[src/rtl/act_pipe.sv]
// Three-stage elastic activation pipe: sigmoid / tanh / ReLU / leaky ReLU on signed fixed point.
// Optional ACT_TANH_EN macro enables the tanh pre/post-scale; undefined, mode 01 behaves as sigmoid.
module act_pipe #(
  parameter int unsigned DATA_W = 32,
  parameter int unsigned FRAC_W = 24
) (
  input  logic              clk,
  input  logic              rst_n,
  input  logic              in_valid,
  output logic              in_ready,
  input  logic [DATA_W-1:0] in_data,
  input  logic [1:0]        in_mode,
  input  logic              in_last,
  output logic              out_valid,
  input  logic              out_ready,
  output logic [DATA_W-1:0] out_data,
  output logic              out_last
);

  typedef logic signed [DATA_W-1:0] word_t;

  typedef enum logic [1:0] {
    MODE_SIG   = 2'b00,
    MODE_TANH  = 2'b01,
    MODE_RELU  = 2'b10,
    MODE_LEAKY = 2'b11
  } mode_e;

  typedef enum logic [2:0] {SEG_0, SEG_1, SEG_2, SEG_3, SEG_4} seg_e;

  localparam word_t ONE     = word_t'(1) << FRAC_W;
  localparam word_t B       = word_t'((64'd1 << (FRAC_W + 3)) / 64'd5);
  localparam word_t E       = ONE << 3;
  localparam word_t NEG_B   = -B;
  localparam word_t NEG_E   = -E;
  localparam word_t ONE_8   = ONE >>> 3;
  localparam word_t ONE_2   = ONE >>> 1;
  localparam word_t SEVEN_8 = ONE - ONE_8;
`ifdef ACT_TANH_EN
  localparam word_t MOST_POS = word_t'({1'b0, {(DATA_W-1){1'b1}}});
  localparam word_t MOST_NEG = ~MOST_POS;
`endif

  typedef struct packed {
    mode_e mode;
    logic  last;
    word_t x;
    word_t xp;
    seg_e  seg;
  } s1_t;

  typedef struct packed {
    mode_e mode;
    logic  last;
    word_t x;
    word_t s;
  } s2_t;

  typedef struct packed {
    logic  last;
    word_t y;
  } s3_t;

  logic  v1_q, v1_d, v2_q, v2_d, v3_q, v3_d;
  s1_t   s1_q, s1_d;
  s2_t   s2_q, s2_d;
  s3_t   s3_q, s3_d;
  logic  ready1, ready2, ready3, accept;
  word_t xp_in, xp1, s_core, x2, s2v, y_post;
  seg_e  seg_in;

  // Ready ripples combinationally back from out_ready; a stage takes data when empty or draining.
  always_comb begin
    ready3   = !v3_q || out_ready;
    ready2   = !v2_q || ready3;
    ready1   = !v1_q || ready2;
    in_ready = rst_n && ready1;
    accept   = in_valid && in_ready;
    v1_d     = ready1 ? accept : v1_q;
    v2_d     = ready2 ? v1_q   : v2_q;
    v3_d     = ready3 ? v2_q   : v3_q;
  end

  // Stage 1: pre-scale and segment classification.
  always_comb begin
    xp_in = $signed(in_data);
`ifdef ACT_TANH_EN
    if (mode_e'(in_mode) == MODE_TANH) begin
      if (in_data[DATA_W-1] != in_data[DATA_W-2])
        xp_in = in_data[DATA_W-1] ? MOST_NEG : MOST_POS;
      else
        xp_in = $signed(in_data) <<< 1;
    end
`endif
    if (xp_in < NEG_E)      seg_in = SEG_0;
    else if (xp_in < NEG_B) seg_in = SEG_1;
    else if (xp_in < B)     seg_in = SEG_2;
    else if (xp_in < E)     seg_in = SEG_3;
    else                    seg_in = SEG_4;

    s1_d = s1_q;
    if (accept) begin
      s1_d.mode = mode_e'(in_mode);
      s1_d.last = in_last;
      s1_d.x    = $signed(in_data);
      s1_d.xp   = xp_in;
      s1_d.seg  = seg_in;
    end
  end

  // Stage 2: piecewise-linear sigmoid core.
  always_comb begin
    xp1 = s1_q.xp;
    case (s1_q.seg)
      SEG_0:   s_core = '0;
      SEG_1:   s_core = ONE_8 + (xp1 >>> 6);
      SEG_2:   s_core = ONE_2 + (xp1 >>> 2);
      SEG_3:   s_core = SEVEN_8 + (xp1 >>> 6);
      default: s_core = ONE;
    endcase

    s2_d = s2_q;
    if (v1_q && ready2) begin
      s2_d.mode = s1_q.mode;
      s2_d.last = s1_q.last;
      s2_d.x    = s1_q.x;
      s2_d.s    = s_core;
    end
  end

  // Stage 3: post-scale; ReLU modes use the original x carried down the pipe.
  always_comb begin
    x2  = s2_q.x;
    s2v = s2_q.s;
    case (s2_q.mode)
      MODE_RELU:  y_post = x2[DATA_W-1] ? '0 : x2;
      MODE_LEAKY: y_post = x2[DATA_W-1] ? (x2 >>> 3) : x2;
`ifdef ACT_TANH_EN
      MODE_TANH:  y_post = (s2v <<< 1) - ONE;
`endif
      default:    y_post = s2v;
    endcase

    s3_d = s3_q;
    if (v2_q && ready3) begin
      s3_d.last = s2_q.last;
      s3_d.y    = y_post;
    end
  end

  always_ff @(posedge clk or negedge rst_n) begin
    if (!rst_n) begin
      v1_q <= 1'b0;
      v2_q <= 1'b0;
      v3_q <= 1'b0;
      s1_q <= '0;
      s2_q <= '0;
      s3_q <= '0;
    end else begin
      v1_q <= v1_d;
      v2_q <= v2_d;
      v3_q <= v3_d;
      s1_q <= s1_d;
      s2_q <= s2_d;
      s3_q <= s3_d;
    end
  end

  assign out_valid = v3_q;
  assign out_data  = s3_q.y;
  assign out_last  = s3_q.last;

endmodule

[config.mk]
export PLATFORM = sky130hd
export DESIGN_NAME = act_pipe
export DESIGN_NICKNAME = d
export VERILOG_FILES = /design/src/rtl/act_pipe.sv
export SDC_FILE = /design/constraint.sdc
export NUM_CORES = 1
export LEC_CHECK = 0
export CORE_ASPECT_RATIO = 1.2
export CORE_MARGIN = 2
export CORE_UTILIZATION = 63
export CTS_BUF_LIST = sky130_fd_sc_hd__clkbuf_4 sky130_fd_sc_hd__clkbuf_8
export CTS_CLUSTER_SIZE = 24
export DETAILED_ROUTE_END_ITERATION = 12
export PLACE_DENSITY = 0.88
export SLEW_MARGIN = 15
export SYNTH_ARGS = -nofsm -noshare
export SYNTH_HDL_FRONTEND = slang
export SYNTH_SLANG_ARGS = --single-unit
[constraint.sdc]
create_clock -name clk -period 3.25 [get_ports clk]
set_input_delay 0.325 -clock clk [delete_from_list [all_inputs] [get_ports clk]]
set_output_delay 0.325 -clock clk [all_outputs]
set_load 0.02 [all_outputs]
### After elaboration in Yosys (flattened, before gate mapping)

Index checks and enable logic that the tools add are counted.

| operators by class | value |
|---|---|
| add/subtract/negate cells | 3 |
| $lt $le $gt $ge | 4 |
| eq/ne operators | 5 |
| multiplexer cells | 8 |
| reductions and logical operators | 11 |

Operators by type and width:

| operator | number |
|---|---|
| one-hot mux 32 bit (4 select lines) | 1 |
| < comparator 32 x 26 -> 1 bit, second input constant | 2 |
| one-hot mux 32 bit (2 select lines) | 1 |
| < comparator 32 x 28 -> 1 bit, second input constant | 1 |
| < comparator 32 x 29 -> 1 bit, second input constant | 1 |
| two-way mux 32 bit | 1 |
| adder 25 x 30 -> 31 bit, first input constant | 1 |
| two-way mux 31 bit | 1 |
| adder 23 x 26 -> 27 bit, first input constant | 1 |
| adder 25 x 26 -> 27 bit, first input constant | 1 |
| two-way mux 3 bit | 4 |
| == test 3 x 2 -> 1 bit, second input constant | 2 |
| == test 2 bit, second input constant | 2 |
| logical AND 1 bit | 4 |
| == test 3 x 1 -> 1 bit, second input constant | 1 |
| logical NOT 1 bit | 3 |
| logical NOT 3 bit | 1 |
| logical OR 1 bit | 3 |

| storage, ports and cells | value |
|---|---|
| bits in registers | 141 |
| input bits | 39 |
| output and inout bits | 35 |
| word-level logic and storage cells | 44 |

### Longest topological paths before layout

Gate-level depths: netlist (run 1).

| depth | value |
|---|---|
| word-level depth | 6 |
| mapped depth | 8 |
| depth with buffers taken out | 7 |

### Worst setup path before layout (run 1)

No wires, ideal clock.

| path | value |
|---|---|
| path kind | register to register |
| start | register s1_q, in the netlist xp1[27] |
| end | register s2_q, in the netlist s2v[25] |
| setup time | 121 ps |
| arrival time | 1,567 ps |
| data required time | 3,129 ps |
| path slack | 1,562 ps |
| cell stages (with the launch flop) | 9 |
| buffers on the path | 1 |
| clock period less this slack | 1,688 ps |
| path through | dfrtp_1 -> clkbuf_1 -> inv_1 -> ha_1 -> nor2b_1 -> o21ai_0 -> a21oi_1 -> nand3b_1 -> a22o_1 |

| on the way | value |
|---|---|
| cells in the longest elaborated chain, start to end | 2 |
| elaborated cells between the ends (all ways) | 4 |
| those cells by class | 3 x add/sub; 1 x mux |

RTL lines:

| item | RTL line | text |
|---|---|---|
| start: declaration | 65 | `s1_t s1_q, s1_d;` |
| start signal: assignment | 156 | `s1_q <= '0;` |
| start signal: assignment | 163 | `s1_q <= s1_d;` |
| adder 25 x 30 -> 31 bit (tied with other cells) | 117 | `SEG_2: s_core = ONE_2 + (xp1 >>> 2);` |
| one-hot mux 32 bit (4 select lines) * | 114 | `case (s1_q.seg)` |
| end signal: assignment | 157 | `s2_q <= '0;` |
| end signal: assignment | 164 | `s2_q <= s2_d;` |
| end: declaration | 66 | `s2_t s2_q, s2_d;` |

Every way passes the cells marked *; elsewhere a longest branch is shown, timed or not.
A chain may end at the register's enable or synchronous reset.

### Worst setup path in the final report (run 1)

| path | value |
|---|---|
| start | input port rst_n |
| end | output port in_ready |

| on the way | value |
|---|---|
| cells in the longest elaborated chain, start to end | 1 |

RTL lines:

| item | RTL line | text |
|---|---|---|
| start: declaration | 8 | `input logic rst_n,` |
| logical AND 1 bit | 77 | `in_ready = rst_n && ready1;` |
| end: declaration | 10 | `output logic in_ready,` |

Every way passes these cells.

==> results of run 1 <==
[logic make-up (layout without fill, tap and decap cells)]
logic type / count (synthesis) / in the layout / synth area share
simple gates: 305 / 305 / 0.208
compound gates: 159 / 159 / 0.146
flops: 140 / 140 / 0.529
buf+inv: 64 / 125 / 0.0385
mux: 37 / 37 / 0.0620
xor+xnor: 8 / 8 / 0.0106
fa+ha+maj: 3 / 3 / 0.00567
[flip-flops by register name, indices dropped and copies added (netlist names)]
signal	count
out_data	32
out_last	1
out_valid	1
s1_q	6
s2_q	3
s2v	31
v1_q	1
v2_q	1
x2	32
xp1	32
[layout make-up]
type	count	area [um^2]
sequential	140	3500
clock buffer	25	332
clock inverter	6	82.6
inverter	9	33.8
timing repair buffer	85	833
multi-input combinational	512	2870
fill	661	2550
tap	129	161
[synth_stat cells (9+ instances only)]
cell / count / share of area
o21ai_1: 9 / 0.0068
nand2_1: 178 / 0.10
a22oi_1: 22 / 0.025
nand3_1: 58 / 0.044
clkbuf_1: 39 / 0.022
nor2_1: 11 / 0.0062
o31ai_1: 23 / 0.026
o21ai_0: 73 / 0.055
a21oi_1: 13 / 0.0098
mux2_2: 32 / 0.054
dfrtp_1: 140 / 0.53
nand2b_1: 32 / 0.030
[power groups by stage]
| stage | logic, uW | clock network [uW] | registers, uW |
|---|---|---|---|
| floorplan | 779 | 0 | 2570 |
| global placement | 1450 | 0 | 2480 |
| detailed placement | 1500 | 0 | 2520 |
| CTS | 1520 | 1430 | 2490 |
| global route | 1670 | 1520 | 2550 |
| finish | 1520 | 1430 | 2500 |
[metal layers]
| layer | up-vias | track usage | routed length, um |
|---|---|---|---|
| met5 | - | 0 | 0 |
| li1 | 2590 | - | - |
| met2 | 246 | 0.446 | 7240 |
| met3 | 35 | 0.0610 | 997 |
| met4 | 0 | 0.121 | 369 |
| met1 | 2627 | 0.378 | 6630 |
[final timing paths]
check / from / endpoint / slack, ns / cells past startpoint
min: rst_n / xp1[0]$_DFFE_PN0P_ / 0.32 / 2
min reg2reg: s2v[12]$_DFFE_PN0P_ / s2v[12]$_DFFE_PN0P_ / 0.48 / 2
min in group clk: in_last / s1_q[67]$_DFFE_PN0P_ / 0.41 / 3
max in group asynchronous: rst_n / s2v[10]$_DFFE_PN0P_ / 1.66 / 3
max: rst_n / in_ready / 0.92 / 4
max reg2reg: xp1[27]$_DFFE_PN0P_ / s2v[25]$_DFFE_PN0P_ / 1.32 / 7
[worst max-delay path, cell delays in order]
cell and delay, ns:
dlygate4sd3_1 0.53, buf_4 0.31, and2_1 0.22, clkdlybuf4s50_1 0.62
[layout by cell type (no fill, tap or decap), types with 2 or more instances in the layout]
cell,n
nand2_1,176
dfrtp_1,140
o21ai_0,73
clkdlybuf4s50_1,72
nand3_1,58
nand2b_1,32
mux2_2,32
o31ai_1,23
clkbuf_8,23
a22oi_1,22
a21oi_1,13
nor2_1,11
buf_4,11
o21ai_1,9
inv_1,8
xnor2_1,7
nand4_1,6
mux2i_1,5
a31oi_1,4
nor4_1,3
nor2b_1,3
a22o_1,3
ha_1,3
clkinv_2,3
and3_1,2
o221ai_1,2
a211oi_1,2
nand3b_1,2
nand2_2,2
clkbuf_4,2
bufinv_16,2
[through the flow]
stage / cells / worst slack (ns) / utilization / power (uW) / instance area, um^2
after floorplan: 716 / 1.56 / - / 3350 / 6620
final: 906 / 0.916 / 0.754 / 5450 / 7820
after CTS: 906 / 0.909 / 0.754 / 5450 / 7820
after global placement: 874 / 1.03 / 0.713 / 3930 / 7390
after detailed placement: 874 / 1.02 / 0.713 / 4020 / 7390
after global routing: 906 / 0.814 / 0.754 / 5730 / 7820
==> impl_metrics.py, run 1 <==
metrics = {
    "grt": {
        "grt_max_degree": 98,
        "antenna_found_initial": 0,
        "gr-total-overflow": 0,
        "grt_pass1_vias": 5136,
        "grt_pass1_wl_mm": 25.1,
        "grt_use_total": 0.280,
    },
    "clock_network": {
        "cts_buffers": 17,
        "insertion_delay_ns": 0.45,
        "h-tree-depth": 4,
        "cts_resized": 0,
        "postCtsHoldBufs": 1,
        "clock_path_buffers": 2,
        "clock-sinks": 140,
        "post_cts_buffers": 0,
        "cts_tree": "done",
        "clk_pin_slew_ns": 0.07,
        "cts-root-buf": "clkbuf_8",
    },
    "synthesis": {
        "syn_area_per_cell_um2": 9.25,
        "synthesis.area_um2": 6620,
        "ys_seq_area_frac": 0.529,
        "synth_flop_cell": "dfrtp_1",
        "synth_seq_cells": 140,
        "synth_edf_count": 0,
        "synthCells": 716,
        "async_flop_share": 1.00,
        "yosys_warnings": 0,
        "ys_types": 48,
        "synth_nets": 758,
    },
    "timing": {
        "setup_tns_ns": 0,
        "setup_viol": 0,
        "final.min_clock_period_ns": 2.33,
        "hold_violations": 0,
        "fin_crit_sh": 0.718,
        "fin_skew_ns": 0.0113,
        "slew_violations": 0,
        "tightest_slew_ns": 1.15,
        "max_slew_margin": 0.230,
        "hold_slack_ns": 0.319,
        "rsz0062_at_grt": "no",
        "fmax_mhz": 428,
    },
    "worst_setup_path": {
        "worstPathRequired_ns": 2.92,
        "critPathKind": "input port to primary output",
        "cp_max_fo": 27,
        "arrival_ns": 2.01,
        "crit_path_end_kind": "primary output",
        "worst_setup_path_start_kind": "input port",
    },
    "status": {
        "run_status": "completed",
    },
    "power_and_ir_drop": {
        "p_switching_uw": 1800,
        "seqPwrFrac": 0.459,
        "clkPwrFrac": 0.263,
        "intPower_uw": 3650,
        "switching_share": 0.330,
        "ir_drop_mv": 0.361,
        "powerDensity_nw_per_um2": 697,
        "combPwrFrac": 0.278,
        "p_leak_uw": 0.00342,
    },
    "die": {
        "io_pins": 74,
        "die_x_um": 97.6,
        "core_um2": 10400,
        "start_util": 0.639,
        "die-area_um2": 11400,
        "die_h_um": 116,
        "rows": 41,
    },
    "final_layout": {
        "nets": 807,
        "antenna_cells": 0,
        "syn2layout_area_growth_pct": 18.0,
        "layout-drive-gt1-share": 0.104,
    },
    "route": {
        "vias": 5498,
        "wl_per_cell_um": 16.8,
        "post-route-drc-count": 0,
        "drt_pass1_iterations": 6,
        "avgViaCountPerCell": 6.07,
        "antenna_left": 0,
        "drt_wl_total_mm": 15.2,
        "drt_iter0_drc": 537,
    },
    "hold_path": {
        "hp-class": "input port to asynchronous set/reset pin",
    },
    "place": {
        "io_buffers": 73,
        "gp_congestion": 0.904,
        "dp_hpwl_mm": 10.1,
    },
    "flow_run": {
        "max_cap_violations": 0,
    },
}
No activity file was read; power rests on OpenSTA's default activity.
==> inputs of run 2 (changes only) <==
CORE_UTILIZATION = 53   (was 63)
PLACE_DENSITY = 0.79   (was 0.88)
clock period = 2 ns   (was 3.25 ns; I/O delays follow)
==> run 2 against run 1 <==
Effect of this change: cell count is 4.4% higher; critical endpoint is now s2v[25]$_DFFE_PN0P_; setup slack worse by 0.72 ns; die area grew 18%; final area is 2.3% higher; via count down 2.6%; sequential share of layout area down 1.0 points; sequential cell count unchanged.
==> impl_metrics.py, run 2 (synthesis gave the netlist of run 1 again) <==
metrics = {
    "status": {
        "run_status": "completed",
    },
    "route": {
        "drt_pass1_iterations": 5,
        "antenna_left": 0,
        "wl_per_cell_um": 15.4,
        "drt_wl_total_mm": 14.6,
        "avgViaCountPerCell": 5.66,
        "post-route-drc-count": 0,
        "drt_iter0_drc": 416,
        "vias": 5356,
    },
    "die": {
        "core_um2": 12200,
        "die_x_um": 106,
        "die-area_um2": 13400,
        "rows": 44,
        "io_pins": 74,
        "die_h_um": 126,
        "start_util": 0.544,
    },
    "timing": {
        "max_slew_margin": 0.520,
        "setup_slack_ns": 0.196,
        "fin_skew_ns": 0.0110,
        "final.min_clock_period_ns": 1.80,
        "fin_crit_sh": 0.902,
        "tightest_slew_ns": 0.719,
        "hold_violations": 0,
        "slew_violations": 0,
        "rsz0062_at_grt": "no",
        "fmax_mhz": 554,
        "setup_viol": 0,
        "setup_tns_ns": 0,
    },
    "place": {
        "dp_hpwl_mm": 10.2,
        "dp_cells": 913,
        "gp_congestion": 0.870,
        "place_ws_ns": 0.0839,
        "io_buffers": 73,
    },
    "hold_path": {
        "hold_depth": 3,
        "hp-class": "input port to flip-flop",
    },
    "grt": {
        "grt_pass1_wl_mm": 25.0,
        "gr-total-overflow": 0,
        "grt_use_total": 0.232,
        "grt_max_degree": 141,
        "grt_pass1_vias": 5082,
        "antenna_found_initial": 0,
    },
    "clock_network": {
        "cts-root-buf": "clkbuf_8",
        "cts_buffers": 17,
        "h-tree-depth": 4,
        "insertion_delay_ns": 0.45,
        "clock-sinks": 140,
        "clock_path_buffers": 2,
        "clk_pin_slew_ns": 0.08,
        "post_cts_buffers": 0,
        "cts_tree": "done",
    },
    "power_and_ir_drop": {
        "seqPwrFrac": 0.448,
        "power_uw": 8890,
        "powerDensity_nw_per_um2": 1110,
        "switching_share": 0.328,
        "clkPwrFrac": 0.264,
        "combPwrFrac": 0.288,
        "p_switching_uw": 2920,
        "p_leak_uw": 0.00349,
        "intPower_uw": 5970,
        "ir_drop_mv": 0.477,
    },
    "final_layout": {
        "nets": 814,
        "layout_common_cells": "nand2_1 (176), dfrtp_1 (140), o21ai_0 (73)",
        "layout-drive-gt1-share": 0.113,
        "syn2layout_area_growth_pct": 20.7,
        "final_cells": 946,
        "antenna_cells": 0,
        "final_common_cell": "nand2_1",
    },
    "worst_setup_path": {
        "worst_setup_path_start_kind": "flip-flop",
        "critPathKind": "flip-flop to flip-flop",
        "arrival_ns": 2.14,
        "worstPathRequired_ns": 2.33,
        "crit_path_end_kind": "flip-flop",
        "cp_max_fo": 7,
        "worstRegToRegCells": 7,
    },
    "flow_run": {
        "max_cap_violations": 0,
    },
}
## run 2: worst max-delay path, cell delays in order (launching register included)
cell	delay (ns)
dfrtp_1	0.47
inv_1	0.13
ha_1	0.22
nor2b_1	0.13
o21ai_0	0.26
a21oi_1	0.11
nand3b_1	0.17
a22o_1	0.21
## run 2: per-stage QoR
step | hold slack, ns | utilization | cell area [um^2]
2_1_floorplan | -0.0956 | - | 6620
3_5_place_dp | 0.415 | 0.622 | 7570
4_1_cts | 0.270 | 0.657 | 7990
3_3_place_gp | 0.412 | 0.622 | 7570
5_1_grt | 0.275 | 0.657 | 7990
6_report | 0.280 | 0.657 | 7990
## run 2: what timing repair did
| item | CTS | global route |
|---|---|---|
| endpoints found under the hold margin | 140 | 0 |
| gates resized for setup | 1 | 0 |
| endpoints found under the setup margin | 1 | 0 |
| hold buffers | 1 | 0 |
## run 2: metal layers
layer	up-vias	wire, um	track usage
met3	15	851	0.0432
met1	2550	6780	0.335
met4	0	204	0.0844
met2	190	6750	0.355
li1	2601	-	-
met5	-	0	0
## run 2: power by group through the flow
stage	Clock [uW]	Combinational, uW	Sequential (uW)
floorplan	0	1270	4170
global placement	0	2500	3990
detailed placement	0	2570	4030
CTS	2370	2580	3970
global route	2490	2830	4070
finish	2340	2560	3980
## run 2: final cells by class
| class | instances | area [um^2] |
|---|---|---|
| fillers | 949 | 4170 |
| flip-flops and latches | 140 | 3500 |
| clock buffers | 20 | 269 |
| repair buffers | 92 | 972 |
| multi-input cells | 512 | 2870 |
| clock inverters | 12 | 145 |
| well taps | 161 | 201 |
| inverters | 9 | 33.8 |
## run 2: worst paths after layout
kind / end / from / slack [ns]
min in group asynchronous: xp1[7]$_DFFE_PN0P_ / rst_n / 0.44
worst max register to register: s2v[25]$_DFFE_PN0P_ / xp1[28]$_DFFE_PN0P_ / 0.20
worst min register to register: s1_q[68]$_DFFE_PN0P_ / s1_q[68]$_DFFE_PN0P_ / 0.48
max in group asynchronous: out_data[26]$_DFFE_PN0P_ / rst_n / 1.03
worst min-delay path: s1_q[67]$_DFFE_PN0P_ / in_last / 0.28
worst max-delay path: s2v[25]$_DFFE_PN0P_ / xp1[28]$_DFFE_PN0P_ / 0.20
==> inputs of run 3 (changes only) <==
CELL_PAD_IN_SITES_DETAIL_PLACEMENT = 1   (was unset)
CELL_PAD_IN_SITES_GLOBAL_PLACEMENT = 1   (was unset)
CORE_ASPECT_RATIO = 1.4   (was 1.2)
CORE_UTILIZATION = 41   (was 53)
==> run 3 against run 2 <==
Effect of this change: wire length grew 22%; critical path depth is 2 lower; sequential power about the same; maximum frequency is essentially flat; cell count increased by 5.2%; power is 0.38% higher; first-iteration DRC count down 47%; register-to-register slack about the same; global-route usage down 2.0 points; die area increased by 28%; hold slack improved by 0.015 ns; final area grew 1.0%.
==> impl_metrics.py, run 3 (synthesis gave the netlist of run 1 again) <==
metrics = {
    "status": {
        "run_status": "completed",
    },
    "power_and_ir_drop": {
        "clkPwrFrac": 0.257,
        "ir_drop_mv": 0.452,
        "seqPwrFrac": 0.446,
        "switching_share": 0.346,
        "p_switching_uw": 3090,
        "intPower_uw": 5830,
        "powerDensity_nw_per_um2": 1100,
        "p_leak_uw": 0.00351,
        "combPwrFrac": 0.297,
    },
    "grt": {
        "grt_max_degree": 141,
        "grt_use_total": 0.212,
        "gr-total-overflow": 0,
        "antenna_found_initial": 0,
        "grt_pass1_vias": 5758,
        "grt_pass1_wl_mm": 29.5,
    },
    "timing": {
        "fmax_mhz": 554,
        "setup_viol": 0,
        "rsz0062_at_grt": "no",
        "fin_crit_sh": 0.902,
        "final.min_clock_period_ns": 1.80,
        "tightest_slew_ns": 0.721,
        "hold_violations": 0,
        "slew_violations": 0,
        "max_slew_margin": 0.519,
        "fin_skew_ns": 0.0103,
    },
    "worst_setup_path": {
        "r2r-start": "xp1[29]$_DFFE_PN0P_",
        "worstRegToRegCells": 5,
        "worst_setup_path_start_kind": "flip-flop",
        "cp_max_fo": 8,
        "worstPathRequired_ns": 2.30,
        "r2r_slack_ns": 0.20,
        "r2r-end": "s2v[28]$_DFFE_PN0P_",
        "crit_path_end_kind": "flip-flop",
        "arrival_ns": 2.11,
        "critPathKind": "flip-flop to flip-flop",
    },
    "clock_network": {
        "post_cts_buffers": 0,
        "cts_buffers": 17,
        "clock_path_buffers": 2,
        "cts-root-buf": "clkbuf_8",
        "insertion_delay_ns": 0.45,
        "cts_tree": "done",
        "clk_pin_slew_ns": 0.08,
        "h-tree-depth": 4,
        "clock-sinks": 140,
    },
    "place": {
        "dp_hpwl_mm": 12.4,
        "gp_congestion": 0.880,
        "dp_cells": 962,
        "io_buffers": 73,
    },
    "die": {
        "core_um2": 16000,
        "die_h_um": 154,
        "start_util": 0.415,
        "die-area_um2": 17200,
        "io_pins": 74,
        "rows": 55,
        "die_x_um": 111,
    },
    "route": {
        "avgViaCountPerCell": 5.50,
        "antenna_left": 0,
        "drt_wl_total_mm": 17.7,
        "post-route-drc-count": 0,
        "vias": 5470,
        "drt_pass1_iterations": 4,
        "wl_per_cell_um": 17.8,
        "drt_iter0_drc": 221,
    },
    "final_layout": {
        "ff_latch_area_um2": 3500,
        "layout-drive-gt1-share": 0.126,
        "nFillCells": 1844,
        "syn2layout_area_growth_pct": 21.9,
        "multi_input_area_um2": 2870,
        "antenna_cells": 0,
        "final_cells": 995,
        "final_util": 0.506,
        "nets": 825,
        "layout_common_cells": "nand2_1 (176), dfrtp_1 (140), o21ai_0 (73)",
        "final_common_cell": "nand2_1",
    },
    "flow_run": {
        "max_cap_violations": 0,
    },
    "hold_path": {
        "hp-class": "input port to flip-flop",
        "min_to": "s1_q[68]$_DFFE_PN0P_",
        "hold_depth": 3,
        "hold_start": "in_mode[0]",
    },
}
## run 3: cell types whose count changed in the layout (fill, tap and decap cells not counted)
| cell | delta |
|---|---|
| buf_4 | +13 |
| buf_12 | -3 |
| clkinv_2 | -3 |
| clkinv_4 | +2 |
| inv_6 | +2 |
| buf_6 | +1 |
| bufinv_16 | -1 |
| clkbuf_8 | -1 |
| clkinvlp_4 | +1 |
## run 3: stage by stage
stage          setup WS [ns]  hold slack [ns]  setup TNS [ns]  instance area (um^2)  total power [uW]
6_report               0.196            0.295               0                  8070              8920
3_3_place_gp         -0.0969            0.393         -0.0969                  7670              6530
2_1_floorplan          0.312          -0.0956               0                  6620              5440
5_1_grt               0.0939            0.288               0                  8070              9460
3_5_place_dp          -0.174            0.399          -0.203                  7670              6680
4_1_cts                0.240            0.278               0                  8070              9000
## run 3: power groups by stage
stage               Clock (uW)  Sequential (uW)  Combinational (uW)
floorplan                    0             4170                1270
global route              2460             4070                2930
global placement             0             3990                2550
finish                    2290             3980                2650
detailed placement           0             4030                2660
CTS                       2340             3980                2680
## run 3: worst max-delay path by stage
stage | startpoint | endpoint | slack [ns] | depth (start not counted)
2_1_floorplan | xp1[27]$_DFFE_PN0P_ | s2v[25]$_DFFE_PN0P_ | 0.31 | 8
3_3_place_gp | in_data[2] | s1_q[0]$_DFFE_PN0P_ | -0.1 | 6
3_5_place_dp | in_data[2] | s1_q[0]$_DFFE_PN0P_ | -0.17 | 6
4_1_cts | v2_q$_DFFE_PN0P_ | in_ready | 0.24 | 3
5_1_grt | xp1[27]$_DFFE_PN0P_ | s2v[25]$_DFFE_PN0P_ | 0.09 | 7
6_report | xp1[29]$_DFFE_PN0P_ | s2v[28]$_DFFE_PN0P_ | 0.20 | 5
## run 3: cell type report
type                            count  area share
Clock buffer                       19      0.0316
Clock inverter                     13      0.0177
Inverter                            9     0.00418
Multi-Input combinational cell    512       0.355
Sequential cell                   140       0.434
Tap cell                          199      0.0308
Timing Repair Buffer              103       0.126
## run 3: repair_timing
item / CTS / global route
setup endpoints to repair: 1 / 0
gates resized for setup: 1 / 0
hold buffers: 1 / 0
hold endpoints to repair: 140 / 0
## run 3: metal layers
layer,vias to the layer above,GRT usage,part of all wire,wire length (um)
met5,-,0,0,0
met4,0,0.0658,0.016,279
met3,22,0.0400,0.033,582
met2,104,0.364,0.52,9220
met1,2724,0.274,0.43,7630
li1,2620,-,-,-
## run 3: critical path: stages (launching register included)
cell	delay, ns
dfrtp_1	0.51
inv_1	0.14
o21ai_0	0.24
nand2_1	0.15
a41oi_1	0.49
a21oi_1	0.14
